<file path="src/rtl/restador_serie.sv">
// Bit-serial unsigned subtractor: a - b - b_in, one full-subtractor step per clock, LSB first.
// Start/done handshake; diff and b_out hold the last completed result.
module restador_serie #(
  parameter int WIDTH = 4
) (
  input  logic             clk,
  input  logic             rst_n,
  input  logic             start,
  input  logic [WIDTH-1:0] a,
  input  logic [WIDTH-1:0] b,
  input  logic             b_in,
  output logic             busy,
  output logic             done,
  output logic [WIDTH-1:0] diff,
  output logic             b_out
);

  // state   | meaning
  // S_IDLE  | waiting for start; operands sampled on the accepting edge
  // S_SHIFT | one bit per edge through the subtractor cell
  // S_DONE  | single-cycle done pulse, result already in diff/b_out
  typedef enum logic [1:0] {
    S_IDLE  = 2'd0,
    S_SHIFT = 2'd1,
    S_DONE  = 2'd2
  } state_t;

  localparam int CW = $clog2(WIDTH + 1);
  localparam logic [CW-1:0] LAST = CW'(WIDTH - 1);
  localparam logic [CW-1:0] ONE  = CW'(1);

  state_t           r_state;
  logic [WIDTH-1:0] r_a;
  logic [WIDTH-1:0] r_b;
  // Holds the WIDTH-1 bits already produced; the last bit joins them on the final edge.
  logic [WIDTH-2:0] r_part;
  logic             r_br;
  logic [CW-1:0]    r_cnt;
  logic             r_busy;
  logic             r_done;
  logic [WIDTH-1:0] r_diff;
  logic             r_b_out;

  logic             w_d;
  logic             w_br_nxt;
  logic [WIDTH-1:0] w_cat;

  assign w_d      = r_a[0] ^ r_b[0] ^ r_br;
  assign w_br_nxt = (~r_a[0] & r_b[0]) | (~r_a[0] & r_br) | (r_b[0] & r_br);
  assign w_cat    = {w_d, r_part};

  always_ff @(posedge clk) begin
    if (!rst_n) begin
      r_state <= S_IDLE;
      r_a     <= '0;
      r_b     <= '0;
      r_part  <= '0;
      r_br    <= 1'b0;
      r_cnt   <= '0;
      r_busy  <= 1'b0;
      r_done  <= 1'b0;
      r_diff  <= '0;
      r_b_out <= 1'b0;
    end else begin
      case (r_state)
        S_IDLE: begin
          r_done <= 1'b0;
          if (start) begin
            r_a     <= a;
            r_b     <= b;
            r_br    <= b_in;
            r_part  <= '0;
            r_cnt   <= '0;
            r_busy  <= 1'b1;
            r_state <= S_SHIFT;
          end
        end
        S_SHIFT: begin
          r_a    <= {1'b0, r_a[WIDTH-1:1]};
          r_b    <= {1'b0, r_b[WIDTH-1:1]};
          r_part <= w_cat[WIDTH-1:1];
          r_br   <= w_br_nxt;
          r_cnt  <= r_cnt + ONE;
          if (r_cnt == LAST) begin
            r_diff  <= w_cat;
            r_b_out <= w_br_nxt;
            r_busy  <= 1'b0;
            r_done  <= 1'b1;
            r_state <= S_DONE;
          end
        end
        S_DONE: begin
          r_done  <= 1'b0;
          r_state <= S_IDLE;
        end
        default: begin
          r_busy  <= 1'b0;
          r_done  <= 1'b0;
          r_state <= S_IDLE;
        end
      endcase
    end
  end

  assign busy  = r_busy;
  assign done  = r_done;
  assign diff  = r_diff;
  assign b_out = r_b_out;

endmodule

</file>
<file path="config.mk">
export PLATFORM = sky130hd
export DESIGN_NAME = restador_serie
export DESIGN_NICKNAME = d
export VERILOG_FILES = /design/src/rtl/restador_serie.sv
export SDC_FILE = /design/constraint.sdc
export NUM_CORES = 1
export LEC_CHECK = 0
export BUFFER_PORTS_ARGS = -buffer_cell sky130_fd_sc_hd__buf_4
export CORE_ASPECT_RATIO = 0.8
export CORE_UTILIZATION = 40
export DETAILED_ROUTE_END_ITERATION = 8
export SLEW_MARGIN = 20
export SYNTH_ARGS = -nofsm -noshare
export SYNTH_HDL_FRONTEND = slang
export SYNTH_SLANG_ARGS = --single-unit
</file>
<file path="constraint.sdc">
create_clock -name clk -period 3.7 [get_ports clk]
set_input_delay 0.37 -clock clk [delete_from_list [all_inputs] [get_ports clk]]
set_output_delay 0.37 -clock clk [all_outputs]
set_load 0.005 [all_outputs]
</file>
After elaboration in Yosys (flattened, before gate mapping) --
Cells that the tools add are included. W data, S select, Z words.
Word-level totals: bits in registers 24, input bits 12, output and inout bits 7, word-level logic and storage cells 47
Operators by class: add/subtract/negate cells 1, equality and inequality tests 5, muxes and demuxes 15, bitwise operators 9, reductions and logical operators 7
Operators by type and width (count):
- $pmux W4 S2 | 2
- $pmux W3 S2 | 2
- $mux W4 | 2
- $reduce_and A2 Y1 | 4
- $mux W2 | 2
- $ne A2 B2 Y1 const B | 2
- $pmux W2 S2 | 1
- $add A3 B1 Y3 const B | 1
- $and A1 B1 Y1 | 3
- $eq A3 B2 Y1 const B | 1
- $mux W1 | 3
- $mux W3 | 1
- $pmux W1 S3 | 1
- $reduce_and A3 Y1 | 1
- $eq A2 B1 Y1 const B | 1
- $eq A2 B2 Y1 const B | 1
- $logic_not A2 Y1 | 1
- $not A1 Y1 | 2
- $or A1 B1 Y1 | 2
- $pmux W1 S2 | 1
- $reduce_bool A2 Y1 | 1
- $xor A1 B1 Y1 | 2

Longest topological paths before layout --
depth after elaboration 5, mapped depth 6, gate-level depth less buffers 5

Worst setup path after synthesis --
OpenSTA, ideal clock, no wires.
path kind reg-to-reg, from register r_cnt[0], to register r_diff[2] (netlist: diff[2]), setup time 0.069 ns, arrival 1.111 ns, data required time 3.631 ns, slack 2.520 ns, cell stages (with the launch flop) 7, buffers on the path 1, period minus slack after synthesis 1.180 ns, path through dfxtp_1 -> ha_1 -> ha_1 -> nand3b_1 -> buf_2 -> nand3_1 -> o21ai_1
Between the ends: word-level cells in the longest chain between the ends 2
Ends and longest elaborated chain:
- start, declared | line 38 | logic [CW-1:0] r_cnt;
- start signal, assigned | line 83 | r_cnt <= r_cnt + ONE;
- $eq A3 B2 Y1 | line 84 | if (r_cnt == LAST) begin
- $reduce_and A2 Y1 (no source line)
- end signal, assigned | line 85 | r_diff <= w_cat;
- end, declared | line 41 | logic [WIDTH-1:0] r_diff;
Every way passes these cells. A chain may end at the register's enable or synchronous reset.

Worst setup path after layout --
from register r_state[0], to register r_a[0]
Between the ends: word-level cells in the longest chain between the ends 3, elaborated cells on any way between the ends 6, those cells by class eq/ne (2); mux (1); reduce/logical (3)
Ends and longest elaborated chain:
- start, declared | line 32 | state_t r_state;
- start signal, assigned | line 54 | r_state <= S_IDLE;
- start signal, assigned | line 75 | r_state <= S_SHIFT;
- start signal, assigned | line 89 | r_state <= S_DONE;
- $eq A2 B1 Y1 or $logic_not A2 Y1 (tied branches) | line 65 | case (r_state)
- $reduce_bool A2 Y1 (no source line) or $ne A2 B2 Y1 (tied branches)
- $reduce_and A2 Y1 (no source line)
- end signal, assigned | line 79 | r_a <= {1'b0, r_a[WIDTH-1:1]};
- end, declared | line 33 | logic [WIDTH-1:0] r_a;
Parallel ways exist; a longest one is shown, timed or not.

==> reports/metrics.yaml <==
outcome:
  outcome: "completed"
die:
  fp.dieW_um: 57.2
  io_pins: 19
  start_util_pct: 43.7
  die_h_um: 46.2
  fp.dieArea_um2: 2640
  core_area_um2: 2230
  num_rows: 15
logic_synthesis:
  synth_commonest_cells: "24 x dfxtp_1, 12 x o21ai_1, 9 x nand2_1"
  ys.flop_type: "dfxtp_1"
  syn-num-nets: 119
  syn_area_per_cell_um2: 9.38
  syn_area_um2: 976
  netlist_instances: 104
  ys_async_sr_fraction_pct: 0
  synth_area_leaders: "dfxtp_1 49%, mux2i_1 8.2%, o21ai_1 6.2%"
  synth_top_area_share_pct: 49.2
  yosys.area.top_type: "dfxtp_1"
  yosysSeqAreaShare_pct: 49.2
  ys_seq_elements: 24
  synth_edf_count: 0
  yosysWarnings: 0
  ys_types: 23
  yosysMostFrequentCell: "dfxtp_1"
clocking:
  clock_path_buffers: 2
  clkTransAtPathRegs_ns: 0.12
  cts_tree: "yes"
  root_buffer: "clkbuf_4"
  cts.htree.levels: 1
  insertion_delay_ns: 0.31
  clkSinkCount: 24
  post_cts_resized: 0
  numCtsBuffers: 3
  cts_hold_buf: 0
  post_cts_buffers: 0
global_route:
  grt_max_degree: 24
  grt_pass1_wl_um: 3280
  grt.total_usage_pct: 16.6
  gr-total-overflow: 0
  antenna_found_initial: 0
  grt_pass1_vias: 691
setup_path:
  r2r-end: "r_a[0]$_SDFFE_PN0P_"
  regToRegSetupSlack_ns: 1.95
  r2r_start: "r_state[0]$_SDFFE_PN0P_"
  worstSetupEndpointType: "register"
  cp_data_arrival_time_ns: 2.01
  critPathLaunch: "r_state[0]$_SDFFE_PN0P_"
  cp-start-kind: "register"
  worstPathRequired_ns: 3.95
  endpoint: "r_a[0]$_SDFFE_PN0P_"
  rr_worst_depth: 3
  critPathKind: "reg2reg"
  critical_path_peak_fanout: 13
routing:
  wl_met2_um: 818
  wirelength_um: 1920
  drt_first_pass_iters: 4
  drt-met1-wl_um: 1010
  dr_total_vias: 778
  met3WireLength_um: 79
  drt-initial-drc-count: 17
  route.detailed.drc: 0
  final_antenna_net_count: 0
  viasPerCell: 5.44
  routedWlPerCell_um: 13.4
  maxUsedRoutingLayer: "met4"
sta:
  holdWs_ns: 0.296
  rsz0062_at_grt: "false"
  finalCritPeriodShare_pct: 47.4
  fmax_mhz: 570
  finalSetupViolCount: 0
  fin_tns_setup_ns: 0
  fin_crit_ns: 1.75
  worst_pin_slew_ns: 0.695
  relSlewSlack_pct: 53.5
  finClkSkew_ns: 0.00119
  hold_viol_final: 0
  final_max_slew_viol_count: 0
layout:
  layout-drive-gt1-share_pct: 20.3
  fillers: 213
  final_area_um2: 1130
  n_antenna_cell: 0
  final_cells: 143
  final_util_pct: 50.7
  area_growth_pct: 16.0
  final_nets: 135
placement:
  dp_hpwl_um: 1310
  routabilityCongestion: 0.708
  dpl_cell_area_um2: 1110
  port_buffers: 18
  post-place-cells: 140
hold_path:
  min_path_type: "in2reg"
power:
  swShare_pct: 24.8
  p_sw_w: 0.000109
  seq_power_share_pct: 63.3
  combPwrFrac_pct: 10.9
  power_density_nw_per_um2: 389
  p_leak_nw: 0.431
  peakVddDrop_mv: 0.252
  clockPowerShare_pct: 25.8
  internal_power_w: 0.000331
job:
  cap_violations: 0
-- cell type report --
type                            instances  area (µm²)  share of cell area, %
Timing Repair Buffer                   18         135                   11.9
Clock buffer                            3        22.5                   1.99
Tap cell                               25        31.3                   2.76
Sequential cell                        24         480                   42.4
Multi-Input combinational cell         69         448                   39.6
Inverter                                4        15.0                   1.33
-- sequential cells by signal (all words and copies together), names as in the netlist --
signal,flops
diff,4
r_part,3
r_cnt,3
r_a,4
r_b,4
r_br,1
r_state,2
b_out,1
done,1
busy,1
-- worst max-delay path, cell delays in order, from the launching register on --
cell and delay (ns):
dfxtp_1 0.75, nor2_1 0.35, or3_4 0.45, o21ai_1 0.14
-- layout by cell type, fill, tap and decap left out, types with 4 or more instances in the layout --
cell type	n
dfxtp_1	24
buf_4	18
o21ai_1	12
nand2_1	9
mux2i_1	8
o211ai_1	8
nor2_1	5
nand3_1	5
o22ai_1	4
o21ai_0	4
-- power by group through the flow --
stage / clock network, W / registers, W / logic, W
finish: 0.000114 / 0.000279 / 0.0000480
global route: 0.000128 / 0.000281 / 0.0000545
CTS: 0.000117 / 0.000279 / 0.0000486
detailed placement: 0 / 0.000285 / 0.0000484
global placement: 0 / 0.000284 / 0.0000473
floorplan: 0 / 0.000280 / 0.0000343
-- routing by layer --
metal | up-vias | track usage [%]
met5 | - | 0
met4 | 0 | 4.39
met3 | 2 | 5.90
met2 | 17 | 24.5
met1 | 355 | 23.1
li1 | 404 | -
-- cell families (layout without fill, tap and decap cells) --
group,after synthesis,count (layout),synth area share (%)
AOI/OAI and AO/OA,33,33,20.1
buffers and inverters,11,25,4.87
and+or+nand+nor,25,25,12.9
adders and majority gates,3,3,4.62
DFF,24,24,49.2
muxes,8,8,8.21
-- per-stage QoR --
| stage | total power [W] | worst slack [ns] |
|---|---|---|
| detailed placement | 0.000333 | 1.99 |
| finish | 0.000441 | 1.95 |
| global route | 0.000463 | 1.80 |
| global placement | 0.000332 | 2.04 |
| CTS | 0.000445 | 1.94 |
| floorplan | 0.000314 | 2.52 |
-- worst min path at each step --
stage / start / to / cells past startpoint
after floorplan: r_part[0]$_SDFFE_PN0P_ / diff[0]$_SDFFE_PN0P_ / 2
after global placement: b_out$_SDFFE_PN0P_ / b_out$_SDFFE_PN0P_ / 2
after detailed placement: r_part[0]$_SDFFE_PN0P_ / diff[0]$_SDFFE_PN0P_ / 2
after CTS: b[3] / r_b[3]$_SDFFE_PN0P_ / 3
after global routing: a[3] / r_a[3]$_SDFFE_PN0P_ / 3
final: a[3] / r_a[3]$_SDFFE_PN0P_ / 3
Note: power is estimated with default switching activity, not from simulation.
